## src/rtl/sync_fifo_pro.sv

```systemverilog
// sync_fifo_pro: parametrised single-clock FIFO for the polar encoder datapath.
// Any integer DEPTH, exact full/empty, programmable almost-full/almost-empty,
// occupancy count, sticky overflow/underflow and synchronous flush.
// Optional feature macro: SYNC_FIFO_FWFT_EN selects first-word-fall-through
// reads; left undefined, reads have a registered one-cycle latency.
module sync_fifo_pro #(
  parameter int WIDTH    = 8,
  parameter int DEPTH    = 16,
  parameter int AF_LEVEL = DEPTH - 2,
  parameter int AE_LEVEL = 2
) (
  input  logic                         clk,
  input  logic                         rst_n,
  input  logic                         sync_clr,
  input  logic                         winc,
  input  logic [WIDTH-1:0]             wdata,
  output logic                         wfull,
  output logic                         walmost_full,
  input  logic                         rinc,
  output logic [WIDTH-1:0]             rdata,
  output logic                         rvalid,
  output logic                         rempty,
  output logic                         ralmost_empty,
  output logic [$clog2(DEPTH+1)-1:0]   level,
  output logic                         overflow,
  output logic                         underflow
);

  localparam int LW = $clog2(DEPTH + 1);
  localparam int PW = (DEPTH > 1) ? $clog2(DEPTH) : 1;
  localparam logic [PW-1:0] PTR_LAST = PW'(DEPTH - 1);
  localparam logic [LW-1:0] LVL_FULL = LW'(DEPTH);
  localparam logic [LW-1:0] LVL_AF   = LW'(AF_LEVEL);
  localparam logic [LW-1:0] LVL_AE   = LW'(AE_LEVEL);

  logic [WIDTH-1:0] mem_q [DEPTH];

  logic [PW-1:0] wptr_q, wptr_d;
  logic [PW-1:0] rptr_q, rptr_d;
  logic [LW-1:0] level_q, level_d;
  logic          wfull_q, wfull_d;
  logic          rempty_q, rempty_d;
  logic          afull_q, afull_d;
  logic          aempty_q, aempty_d;
  logic          ovf_q, ovf_d;
  logic          udf_q, udf_d;

  logic wacc;
  logic racc;

  // Acceptance uses the flags registered at the start of the cycle; a flush
  // cancels both sides so nothing reaches memory or the read port.
  assign wacc = winc & ~wfull_q & ~sync_clr;
  assign racc = rinc & ~rempty_q & ~sync_clr;

  // Next-state for pointers, occupancy and all flags, all derived from level_d
  // so the flags can never disagree with the count.
  always_comb begin
    wptr_d   = wptr_q;
    rptr_d   = rptr_q;
    level_d  = level_q;
    ovf_d    = ovf_q;
    udf_d    = udf_q;
    if (sync_clr) begin
      wptr_d  = '0;
      rptr_d  = '0;
      level_d = '0;
      ovf_d   = 1'b0;
      udf_d   = 1'b0;
    end else begin
      if (wacc) wptr_d = (wptr_q == PTR_LAST) ? '0 : wptr_q + PW'(1);
      if (racc) rptr_d = (rptr_q == PTR_LAST) ? '0 : rptr_q + PW'(1);
      level_d = level_q + LW'(wacc) - LW'(racc);
      if (winc && wfull_q)  ovf_d = 1'b1;
      if (rinc && rempty_q) udf_d = 1'b1;
    end
    wfull_d  = (level_d == LVL_FULL);
    rempty_d = (level_d == '0);
    afull_d  = (level_d >= LVL_AF);
    aempty_d = (level_d <= LVL_AE);
  end

  // Control state register with asynchronous active-low reset.
  always_ff @(posedge clk or negedge rst_n) begin
    if (!rst_n) begin
      wptr_q   <= '0;
      rptr_q   <= '0;
      level_q  <= '0;
      wfull_q  <= 1'b0;
      rempty_q <= 1'b1;
      afull_q  <= 1'b0;
      aempty_q <= 1'b1;
      ovf_q    <= 1'b0;
      udf_q    <= 1'b0;
    end else begin
      wptr_q   <= wptr_d;
      rptr_q   <= rptr_d;
      level_q  <= level_d;
      wfull_q  <= wfull_d;
      rempty_q <= rempty_d;
      afull_q  <= afull_d;
      aempty_q <= aempty_d;
      ovf_q    <= ovf_d;
      udf_q    <= udf_d;
    end
  end

  // Storage array, deliberately not reset; stale words are unreachable after
  // a flush because the pointers restart together.
  always_ff @(posedge clk) begin
    if (wacc) mem_q[wptr_q] <= wdata;
  end

`ifdef SYNC_FIFO_FWFT_EN
  // Head word is presented combinationally; forced to zero while empty so the
  // port never shows uninitialised storage.
  always_comb begin
    rdata  = rempty_q ? '0 : mem_q[rptr_q];
    rvalid = ~rempty_q;
  end
`else
  logic [WIDTH-1:0] rdata_q;
  logic             rvalid_q;

  // Registered read port: data captured on an accepted read, held otherwise;
  // rvalid pulses for the cycle following each accepted read.
  always_ff @(posedge clk or negedge rst_n) begin
    if (!rst_n) begin
      rdata_q  <= '0;
      rvalid_q <= 1'b0;
    end else begin
      rvalid_q <= racc;
      if (racc) rdata_q <= mem_q[rptr_q];
    end
  end

  assign rdata  = rdata_q;
  assign rvalid = rvalid_q;
`endif

  assign wfull         = wfull_q;
  assign rempty        = rempty_q;
  assign walmost_full  = afull_q;
  assign ralmost_empty = aempty_q;
  assign level         = level_q;
  assign overflow      = ovf_q;
  assign underflow     = udf_q;

endmodule
```

## config.mk

```make
export PLATFORM = sky130hd
export DESIGN_NAME = sync_fifo_pro
export DESIGN_NICKNAME = d
export VERILOG_FILES = /design/src/rtl/sync_fifo_pro.sv
export SDC_FILE = /design/constraint.sdc
export NUM_CORES = 1
export LEC_CHECK = 0
export BUFFER_PORTS_ARGS = -buffer_cell sky130_fd_sc_hd__buf_2
export CAP_MARGIN = 20
export CORE_ASPECT_RATIO = 0.5
export CORE_MARGIN = 8
export CORE_UTILIZATION = 60
export CTS_CLUSTER_DIAMETER = 60
export CTS_CLUSTER_SIZE = 8
export DETAILED_ROUTE_END_ITERATION = 7
export PLACE_DENSITY = 0.78
export SLEW_MARGIN = 10
export SYNTH_ARGS = -nofsm -noshare
export SYNTH_HDL_FRONTEND = slang
export SYNTH_SLANG_ARGS = --single-unit
export TNS_END_PERCENT = 50
```

## constraint.sdc

```tcl
create_clock -name clk -period 3.1 [get_ports clk]
set_input_delay 0.465 -clock clk [delete_from_list [all_inputs] [get_ports clk]]
set_output_delay 0.465 -clock clk [all_outputs]
set_load 0.05 [all_outputs]
```

==> flow_metrics.tcl <==
set metrics [dict create \
    synth.area.top_cells "edfxtp_1, dfrtp_1, mux4_2, mux4_1, ha_1" \
    grt_pass1_vias 3566 \
    setup_violations 0 \
    fill_cells 591 \
    yosysUniqueCellTypes 39 \
    tightest_slew_ns 0.9204 \
    clock_sinks 156 \
    vdd_drop_max_mv 0.3486 \
    cts-root-buf "clkbuf_16" \
    clk_pin_slew_ns 0.06 \
    hold_class "input port to async pin" \
    synth_seq_cells 156 \
    run_status "finished, final reports clean" \
    wl_mm 13.32 \
    drt_first_pass_iters 7 \
    final_antenna_net_count 0 \
    fp-row-count 26 \
    grt_max_degree 29 \
    met3_usage 0.05850 \
    syn_area_um2 6307 \
    crit_type "flip-flop to flip-flop" \
    drive_above_1_share 0.2956 \
    maxSlewViolCount 0 \
    powerDensity_nw_per_um2 807.2 \
    busiest_layer "met2" \
    final-hold-violation-count 0 \
    yosysTopAreaCell "edfxtp_1" \
    die_h_um 88.50 \
    finalWeightedCongestion 0.8676 \
    postCtsSetupRepairBufs 0 \
    overflow 0 \
    worstSetupStartpoint "rempty" \
    crit_fanout 5 \
    arrival_ns 3.34 \
    cp-start-kind "flip-flop" \
    max-slew-margin-rel 0.3841 \
    synth-edff-count 128 \
    cts_buffer_depth 2 \
    place_inst 514 \
    final_area_um2 7279 \
    cp.required_ns 3.40 \
    remaining_drc_errors 0 \
    finalNetCount 417 \
    use_met2 0.3193 \
    period_minus_slack_ns 3.036 \
    rsz0062_at_grt "true" \
    async_flop_share 0.1795 \
    track_usage 0.1990 \
    vias 3416 \
    power_leakage_nw 2.547 \
    antenna_found_initial 0 \
    die_width_um 161.0 \
    clock_latency_ns 0.42 \
    ys.flop_type "edfxtp_1" \
    hold_ws_ns 0.06619 \
    die_area_um2 14250 \
    finalCritPeriodShare 0.9795 \
    start_util 0.6175 \
    yosysSeqAreaShare 0.7209 \
    cts_buffers 17 \
    synth_area_per_cell_um2 18.34 \
    max-cap-violations 0 \
    syn_inst 344 \
    area_growth_pct 15.41 \
    ioPinCount 33 \
    portBuffers 32 \
    syn_nets 368 \
    final_cell_count_no_fill 546 \
    critPathCaptureType "flip-flop" \
    r2r_start "rempty" \
    dp_slack_ns -0.06152 \
    fin_skew_ns 0.008056 \
    fin_ws_ns 0.06357 \
    grt_first_pass_wirelength_mm 20.52 \
    yosysWarnings 0 \
    hpwlAfterDp_mm 8.219 \
    num_antenna_cells 0 \
    htree_levels 4 \
    wl_per_cell_um 24.40 \
    cts_hold_buf 0 \
    viasPerCell 6.256 \
    grt.met1_usage 0.2563 \
    cts_tree "yes" \
    fmax_mhz 329.3 \
    place_area_um2 6645 \
    drt_iter0_drc 429 \
    core_area_um2 10210 \
    synth_top_area_frac 0.6094 \
]
cells in the mapped netlist, types with 3 or more instances:
cell	instances
buf_2	7
mux4_1	8
nor2b_1	5
a21oi_1	12
a22oi_1	7
ha_1	10
o21ai_0	6
o21ai_1	6
mux4_2	24
inv_1	13
edfxtp_1	128
nor2_1	26
mux2_2	7
mux2i_1	9
nand2b_1	4
nand2_1	10
nor3_1	6
dfrtp_1	26
clkbuf_1	3
stage by stage:
stage          utilization  total power [mW]  TNS [ns]
3_3_place_gp        0.6505             3.652         0
3_5_place_dp        0.6505             3.707  -0.06152
4_1_cts             0.7122             5.890         0
6_report            0.7126             5.876         0
2_1_floorplan            -             3.396         0
5_1_grt             0.7126             6.080   -0.2770
sequential cells by signal, summed over array words and instances (netlist names):
name / flops
mem_q: 128
rdata: 8
level: 5
rptr_q: 4
wptr_q: 4
overflow: 1
ralmost_empty: 1
rempty: 1
rvalid: 1
underflow: 1
walmost_full: 1
wfull: 1
path summary, 6_finish.rpt:
| path | end | cells past startpoint | slack (ns) |
|---|---|---|---|
| worst max-delay path | wfull | 13 | 0.06 |
| max in group asynchronous | rptr_q[1] | 1 | 2.58 |
| worst min register to register | overflow | 2 | 0.49 |
| min in group clk | underflow | 2 | 0.26 |
| worst min-delay path | walmost_full | 1 | 0.07 |
| worst max register to register | wfull | 13 | 0.06 |
per-layer routing:
layer | up-vias | share of wire
li1 | 1450 | -
met1 | 1746 | 0.40
met2 | 197 | 0.49
met3 | 23 | 0.096
met4 | 0 | 0.012
met5 | - | 0
layout by cell type (no fill, tap or decap), types with 10 or more instances in the layout:
master and count:
mux4_2 24, nor2_1 25, buf_4 14, nand2_1 10, a21oi_1 12, buf_2 32
ha_1 10, dfrtp_1 25, edfxtp_1 128, inv_1 13, clkbuf_16 17
worst max-delay path, cell delays in order, from the launching register on:
cell and delay [ns]:
dfstp_2 0.38, nand2b_2 0.21, or2_2 0.30, inv_1 0.09
ha_1 0.23, inv_1 0.07, ha_1 0.17, inv_1 0.06
fa_1 0.38, nor2b_1 0.16, nor3_1 0.49, nor3_1 0.11
a21oi_1 0.21, a21oi_1 0.07
cell families (layout without fill, tap and decap cells):
logic type                 after synthesis  after routing  share of synthesized area
DFF                                    156            156                     0.7209
and+or+nand+nor                         59             59                    0.04503
muxes                                   48             48                     0.1458
AOI/OAI and AO/OA                       37             37                    0.03551
buffers and inverters                   29             91                    0.02420
adders and majority gates               11             11                    0.02301
xor gates and xnor gates                 4              4                   0.005555
power by group:
group	leakage [nW]	switching [mW]	internal [mW]
logic	0.740	0.787	0.390
registers	1.51	0.122	2.41
clock network	0.293	0.819	1.34
total	2.55	1.73	4.15
timing repair:
| item | CTS | global route |
|---|---|---|
| cloned | 0 | 0 |
| setup endpoints to repair | 1 | 4 |
| resized for setup | 3 | 2 |
area by class of cell:
| type | count | area [um2] | area share |
|---|---|---|---|
| multi-input cells | 159 | 1622 | 0.2228 |
| repair buffers | 46 | 265.3 | 0.03644 |
| flip-flops and latches | 156 | 4548 | 0.6248 |
| clock buffers | 17 | 425.4 | 0.05844 |
| inverters | 13 | 48.80 | 0.006703 |
| clock inverters | 15 | 195.2 | 0.02681 |
| well taps | 140 | 175.2 | 0.02406 |
Note: power is estimated with default switching activity, not from simulation.
